[config.mk]
export PLATFORM = sky130hd
export DESIGN_NAME = prog_loader_flat
export DESIGN_NICKNAME = d
export VERILOG_FILES = /design/src/rtl/prog_loader_if.sv /design/src/rtl/prog_loader.sv /design/src/flat_wrapper.sv
export SDC_FILE = /design/constraint.sdc
export NUM_CORES = 1
export LEC_CHECK = 0
export BUFFER_PORTS_ARGS = -buffer_cell sky130_fd_sc_hd__clkbuf_2
export CORE_ASPECT_RATIO = 1.1
export CORE_MARGIN = 1.5
export CORE_UTILIZATION = 58
export DETAILED_ROUTE_END_ITERATION = 8
export PLACE_DENSITY = 0.79
export SLEW_MARGIN = 10
export SYNTH_ARGS = -nofsm -noshare
export SYNTH_HDL_FRONTEND = slang
export SYNTH_SLANG_ARGS = --single-unit
[constraint.sdc]
create_clock -name clock -period 3.15 [get_ports clock]
set_input_delay 0.1575 -clock clock [delete_from_list [all_inputs] [get_ports clock]]
set_output_delay 0.1575 -clock clock [all_outputs]
set_load 0.005 [all_outputs]
[src/rtl/prog_loader_if.sv]
// Host-link byte stream and instruction-memory write port of the program loader.
// The loader side uses the slave modport; the host/memory side uses master.
interface prog_loader_if #(
    parameter int ADDR_W = 8
);
    logic              rx_valid;
    logic [7:0]        rx_data;
    logic              rx_ready;
    logic              mem_we;
    logic [ADDR_W-1:0] mem_addr;
    logic [15:0]       mem_wdata;

    modport master (
        output rx_valid,
        output rx_data,
        input  rx_ready,
        input  mem_we,
        input  mem_addr,
        input  mem_wdata
    );

    modport slave (
        input  rx_valid,
        input  rx_data,
        output rx_ready,
        output mem_we,
        output mem_addr,
        output mem_wdata
    );
endinterface

[src/rtl/prog_loader.sv]
// Framed byte-stream program loader: A5, COUNT_H, COUNT_L, N 16-bit words (high byte
// first), XOR checksum. Writes words to instruction memory and releases the CPU on success.
module prog_loader #(
    parameter int ADDR_W = 8
) (
    input  logic            clock,
    input  logic            reset,
    prog_loader_if.slave    bus,
    output logic            cpu_reset,
    output logic            done,
    output logic            error
);
    typedef enum logic [2:0] {
        IDLE,
        CNT_H,
        CNT_L,
        BYTE_H,
        BYTE_L,
        CHECK,
        RUN,
        ERR
    } state_t;

    localparam logic [7:0]  SYNC_BYTE = 8'hA5;
    localparam logic [16:0] MAX_COUNT = 17'(1) << ADDR_W;

    state_t            state_reg;
    logic [15:0]       count_reg;
    logic [ADDR_W:0]   ptr_reg;
    logic [7:0]        chk_reg;
    logic [7:0]        hi_reg;
    logic              mem_we_reg;
    logic [ADDR_W-1:0] mem_addr_reg;
    logic [15:0]       mem_wdata_reg;
    logic              cpu_reset_reg;
    logic              done_reg;
    logic              error_reg;

    logic              accept;
    logic [15:0]       count_next;
    logic [15:0]       ptr_inc;

    // The loader never back-pressures; unused bytes are simply swallowed.
    assign bus.rx_ready = 1'b1;
    assign accept       = bus.rx_valid & bus.rx_ready;
    assign count_next   = {count_reg[15:8], bus.rx_data};
    assign ptr_inc      = 16'(ptr_reg) + 16'd1;

    always_ff @(posedge clock) begin
        if (reset) begin
            state_reg     <= IDLE;
            count_reg     <= '0;
            ptr_reg       <= '0;
            chk_reg       <= '0;
            hi_reg        <= '0;
            mem_we_reg    <= 1'b0;
            mem_addr_reg  <= '0;
            mem_wdata_reg <= '0;
            cpu_reset_reg <= 1'b1;
            done_reg      <= 1'b0;
            error_reg     <= 1'b0;
        end else begin
            mem_we_reg <= 1'b0;
            if (accept) begin
                case (state_reg)
                    IDLE: begin
                        if (bus.rx_data == SYNC_BYTE) begin
                            state_reg <= CNT_H;
                        end
                    end
                    CNT_H: begin
                        count_reg[15:8] <= bus.rx_data;
                        state_reg       <= CNT_L;
                    end
                    CNT_L: begin
                        count_reg <= count_next;
                        // 17-bit compare so a full 2^ADDR_W-word image is still legal.
                        if (count_next == 16'd0 || 17'(count_next) > MAX_COUNT) begin
                            error_reg <= 1'b1;
                            state_reg <= ERR;
                        end else begin
                            ptr_reg   <= '0;
                            chk_reg   <= '0;
                            state_reg <= BYTE_H;
                        end
                    end
                    BYTE_H: begin
                        hi_reg    <= bus.rx_data;
                        chk_reg   <= chk_reg ^ bus.rx_data;
                        state_reg <= BYTE_L;
                    end
                    BYTE_L: begin
                        chk_reg       <= chk_reg ^ bus.rx_data;
                        mem_we_reg    <= 1'b1;
                        mem_addr_reg  <= ptr_reg[ADDR_W-1:0];
                        mem_wdata_reg <= {hi_reg, bus.rx_data};
                        ptr_reg       <= ptr_reg + 1'b1;
                        state_reg     <= (ptr_inc == count_reg) ? CHECK : BYTE_H;
                    end
                    CHECK: begin
                        if (bus.rx_data == chk_reg) begin
                            cpu_reset_reg <= 1'b0;
                            done_reg      <= 1'b1;
                            state_reg     <= RUN;
                        end else begin
                            error_reg <= 1'b1;
                            state_reg <= ERR;
                        end
                    end
                    RUN: begin
                        if (bus.rx_data == SYNC_BYTE) begin
                            cpu_reset_reg <= 1'b1;
                            done_reg      <= 1'b0;
                            state_reg     <= CNT_H;
                        end
                    end
                    ERR: begin
                        if (bus.rx_data == SYNC_BYTE) begin
                            error_reg <= 1'b0;
                            state_reg <= CNT_H;
                        end
                    end
                    default: state_reg <= IDLE;
                endcase
            end
        end
    end

    assign bus.mem_we    = mem_we_reg;
    assign bus.mem_addr  = mem_addr_reg;
    assign bus.mem_wdata = mem_wdata_reg;
    assign cpu_reset     = cpu_reset_reg;
    assign done          = done_reg;
    assign error         = error_reg;
endmodule

[src/flat_wrapper.sv]
// flat-port wrapper written by rule: the top's interface ports become plain ports
module prog_loader_flat 
#(
    parameter int ADDR_W = 8
)
  (clock, reset, cpu_reset, done, error, bus_rx_valid, bus_rx_data, bus_rx_ready, bus_mem_we, bus_mem_addr, bus_mem_wdata);
  prog_loader_if #(.ADDR_W(ADDR_W)) bus_i ();
  input  logic clock;
  input  logic reset;
  output logic cpu_reset;
  output logic done;
  output logic error;
  input wire logic [$bits(bus_i.rx_valid)-1:0] bus_rx_valid;
  input wire logic [$bits(bus_i.rx_data)-1:0] bus_rx_data;
  output wire logic [$bits(bus_i.rx_ready)-1:0] bus_rx_ready;
  output wire logic [$bits(bus_i.mem_we)-1:0] bus_mem_we;
  output wire logic [$bits(bus_i.mem_addr)-1:0] bus_mem_addr;
  output wire logic [$bits(bus_i.mem_wdata)-1:0] bus_mem_wdata;
  assign bus_i.rx_valid = bus_rx_valid;
  assign bus_i.rx_data = bus_rx_data;
  assign bus_rx_ready = bus_i.rx_ready;
  assign bus_mem_we = bus_i.mem_we;
  assign bus_mem_addr = bus_i.mem_addr;
  assign bus_mem_wdata = bus_i.mem_wdata;
  prog_loader #(.ADDR_W(ADDR_W)) u_core (.clock(clock), .reset(reset), .bus(bus_i), .cpu_reset(cpu_reset), .done(done), .error(error));
endmodule
==> flow_summary.ini <==
[sta]
tightest_slew_ns = 0.772
finalSetupViolations = 0
max_freq_mhz = 384
setup_slack_ns = 0.543
skew_ns = 0.0116
max_slew_margin = 0.485
timing.final.crit_share = 0.827
drv_slew = 0
setup-tns-final_ns = 0
hold_violations = 0
rsz0062_at_grt = false
finalCriticalPeriod_ns = 2.61

[finish]
fin_nets = 483
final_common_cell = nand2_1
drive_above_1_share = 0.141
nFillCells = 495
final_util = 0.674
final_cell_mix = 125 x nand2_1, 76 x a21oi_1, 72 x dfxtp_1, 38 x clkbuf_2, 30 x nor2_1
diodes = 0
multi_input_area_mm2 = 0.00174
areaGrowthSynthToFinish_pct = 10.4
register_area_mm2 = 0.00144
final_area_mm2 = 0.00371

[power_and_ir_drop]
comb_power_share = 0.259
p_leak_uw = 0.00135
ir_drop_v = 0.000398
p_seq_frac = 0.456
switching_share = 0.348
switching_power_uw = 814
power_density_mw_per_mm2 = 630
intPower_uw = 1520
clock_power_share = 0.285

[setup_path]
cp_slowest_cell = a2111oi_0
cp_max_fo = 8
critical_path_arrival_ns = 2.81
slowest_delay_ns = 0.68
cp_cell_sequence = ha_1 > nand3_1 > nor2_1 > xor2_1 > or3_1 > a2111oi_0 > o21ai_0
crit_family = compound AO/OA/AOI/OAI gates
start_kind = flop
cp-end-kind = flop
worst-path-buf-inv = 0
cp.required_ns = 3.36
worstSetupPathType = flop to flop

[clock_tree]
worstSkewPairLatency_ns = 0.34
cts_buffers = 9
post_cts_buffers = 0
clk_pin_slew_worst_paths_ns = 0.08
post_cts_resized = 0
hold_buffers = 0
clockBufferDepth = 2
cts.sinks = 72
h-tree-depth = 3
root_buffer = clkbuf_8
cts_tree = done

[floorplanning]
die_w_um = 75.6
die_area_mm2 = 0.00626
die_h_um = 82.8
core-area_mm2 = 0.00550
io_pins = 40
initial_core_util = 0.611
rows = 28

[logic_synthesis]
ys.flop_type = dfxtp_1
ys_seq_area_frac = 0.429
synth_edf_count = 0
synth-seq-cells = 72
syn_area_mm2 = 0.00336
synth_async_sr_flop_share = 0
syn_nets = 468
syn-instance-count = 456
synth_cell_type_count = 49
avgSynthCellArea_um2 = 7.37
yosys_warnings = 0

[routing]
wl_met1_um = 3530
drc = 0
route.met2.wl_um = 4010
routed_wl_um = 8280
routedWlPerCell_um = 15.0
wl_met3_um = 539
drtIter0Drc = 202
ant_nets = 0
highest_layer = met4
vias_per_cell = 5.87
drt-pass1-iter-count = 5
via_count = 3230

[global_route]
grt_pass1_vias = 2932
grt_usage = 0.280
grt_max_degree = 37
overflow = 0
grt_pass1_wl_um = 13600
antenna_found_initial = 0

[placement]
dpl_worst_slack_ns = 0.561
post_dp_cell_area_mm2 = 0.00353
io_buffers = 38
gp_congestion = 0.887
post-dp-hpwl_um = 5620

[run]
maxCapViolCount = 0

[worst_hold_path]
min_path_type = input port to flop

[outcome]
status = completed
Yosys cell counts, types with 2 or more instances:
cell type	number	share of area
nand2_1	125	0.14
a21oi_1	76	0.11
dfxtp_1	72	0.43
clkbuf_1	34	0.038
nor2_1	30	0.034
xnor2_1	10	0.026
o22ai_1	9	0.017
o21ai_1	8	0.012
nand3_1	7	0.010
nand4_1	7	0.013
or3_1	7	0.013
xor2_1	7	0.018
nor3_1	6	0.0089
o21ai_0	5	0.0074
a211oi_1	3	0.0067
and4_1	3	0.0078
buf_2	3	0.0045
inv_1	3	0.0034
nor4_1	3	0.0056
or4_1	3	0.0067
and2_1	2	0.0037
buf_1	2	0.0022
nand2b_1	2	0.0037
nor2b_1	2	0.0037
o21a_1	2	0.0045
or2_2	2	0.0037
power by group through the flow:
stage                     clock network (µW)  registers [µW]  logic [µW]
final                                    665            1070         605
after global placement                     0            1080         585
after detailed placement                   0            1080         601
after global routing                     714            1080         680
after floorplan                            0            1030         505
after CTS                                673            1060         603
metal layers:
metal  up-vias  GRT usage
met4         0     0.0974
met3        20     0.0534
met1      1510      0.366
met2       126      0.453
li1       1574          -
met5         -          0
worst min-delay path, stage by stage:
cell	delay, ns
clkbuf_2	0.17
nand2_1	0.09
a21oi_1	0.05
worst paths after layout:
kind	from	endpoint	slack, ns	depth (start not counted)
hold / removal	bus_rx_data[1]	u_core.hi_reg[1]$_SDFFE_PP0P_	0.18	3
setup reg to reg	u_core.ptr_reg[0]$_SDFFE_PP0P_	u_core.state_reg[1]$_SDFFE_PP0P_	0.54	7
hold reg to reg	u_core.bus.mem_wdata[7]$_SDFFE_PP0P_	u_core.bus.mem_wdata[7]$_SDFFE_PP0P_	0.46	2
setup / recovery	u_core.ptr_reg[0]$_SDFFE_PP0P_	u_core.state_reg[1]$_SDFFE_PP0P_	0.54	7
cell families after synthesis:
| kind of cell | count (synthesis) | share of synthesized area |
|---|---|---|
| adder cells (fa/ha/maj) | 1 | 0.00372 |
| AND/OR/NAND/NOR | 205 | 0.269 |
| buffers and inverters | 44 | 0.0536 |
| multiplexers | 2 | 0.00633 |
| AO/OA/AOI/OAI | 114 | 0.193 |
| other | 1 | 0.00112 |
| XOR/XNOR | 17 | 0.0443 |
| flip-flops | 72 | 0.429 |
layout make-up:
cell class | instances | area share
Multi-Input combinational cell | 340 | 0.469
Clock inverter | 4 | 0.00776
Timing Repair Buffer | 45 | 0.0655
Tap cell | 75 | 0.0253
Clock buffer | 11 | 0.0408
Sequential cell | 72 | 0.389
Inverter | 3 | 0.00304
through the flow:
stage	hold WS (ns)	cells	total power [µW]
6_report	0.180	550	2340
4_1_cts	0.170	550	2340
3_3_place_gp	0.443	535	1670
2_1_floorplan	0.340	456	1540
5_1_grt	0.176	550	2470
3_5_place_dp	0.449	535	1690
Power figures use the tool's default switching activity.
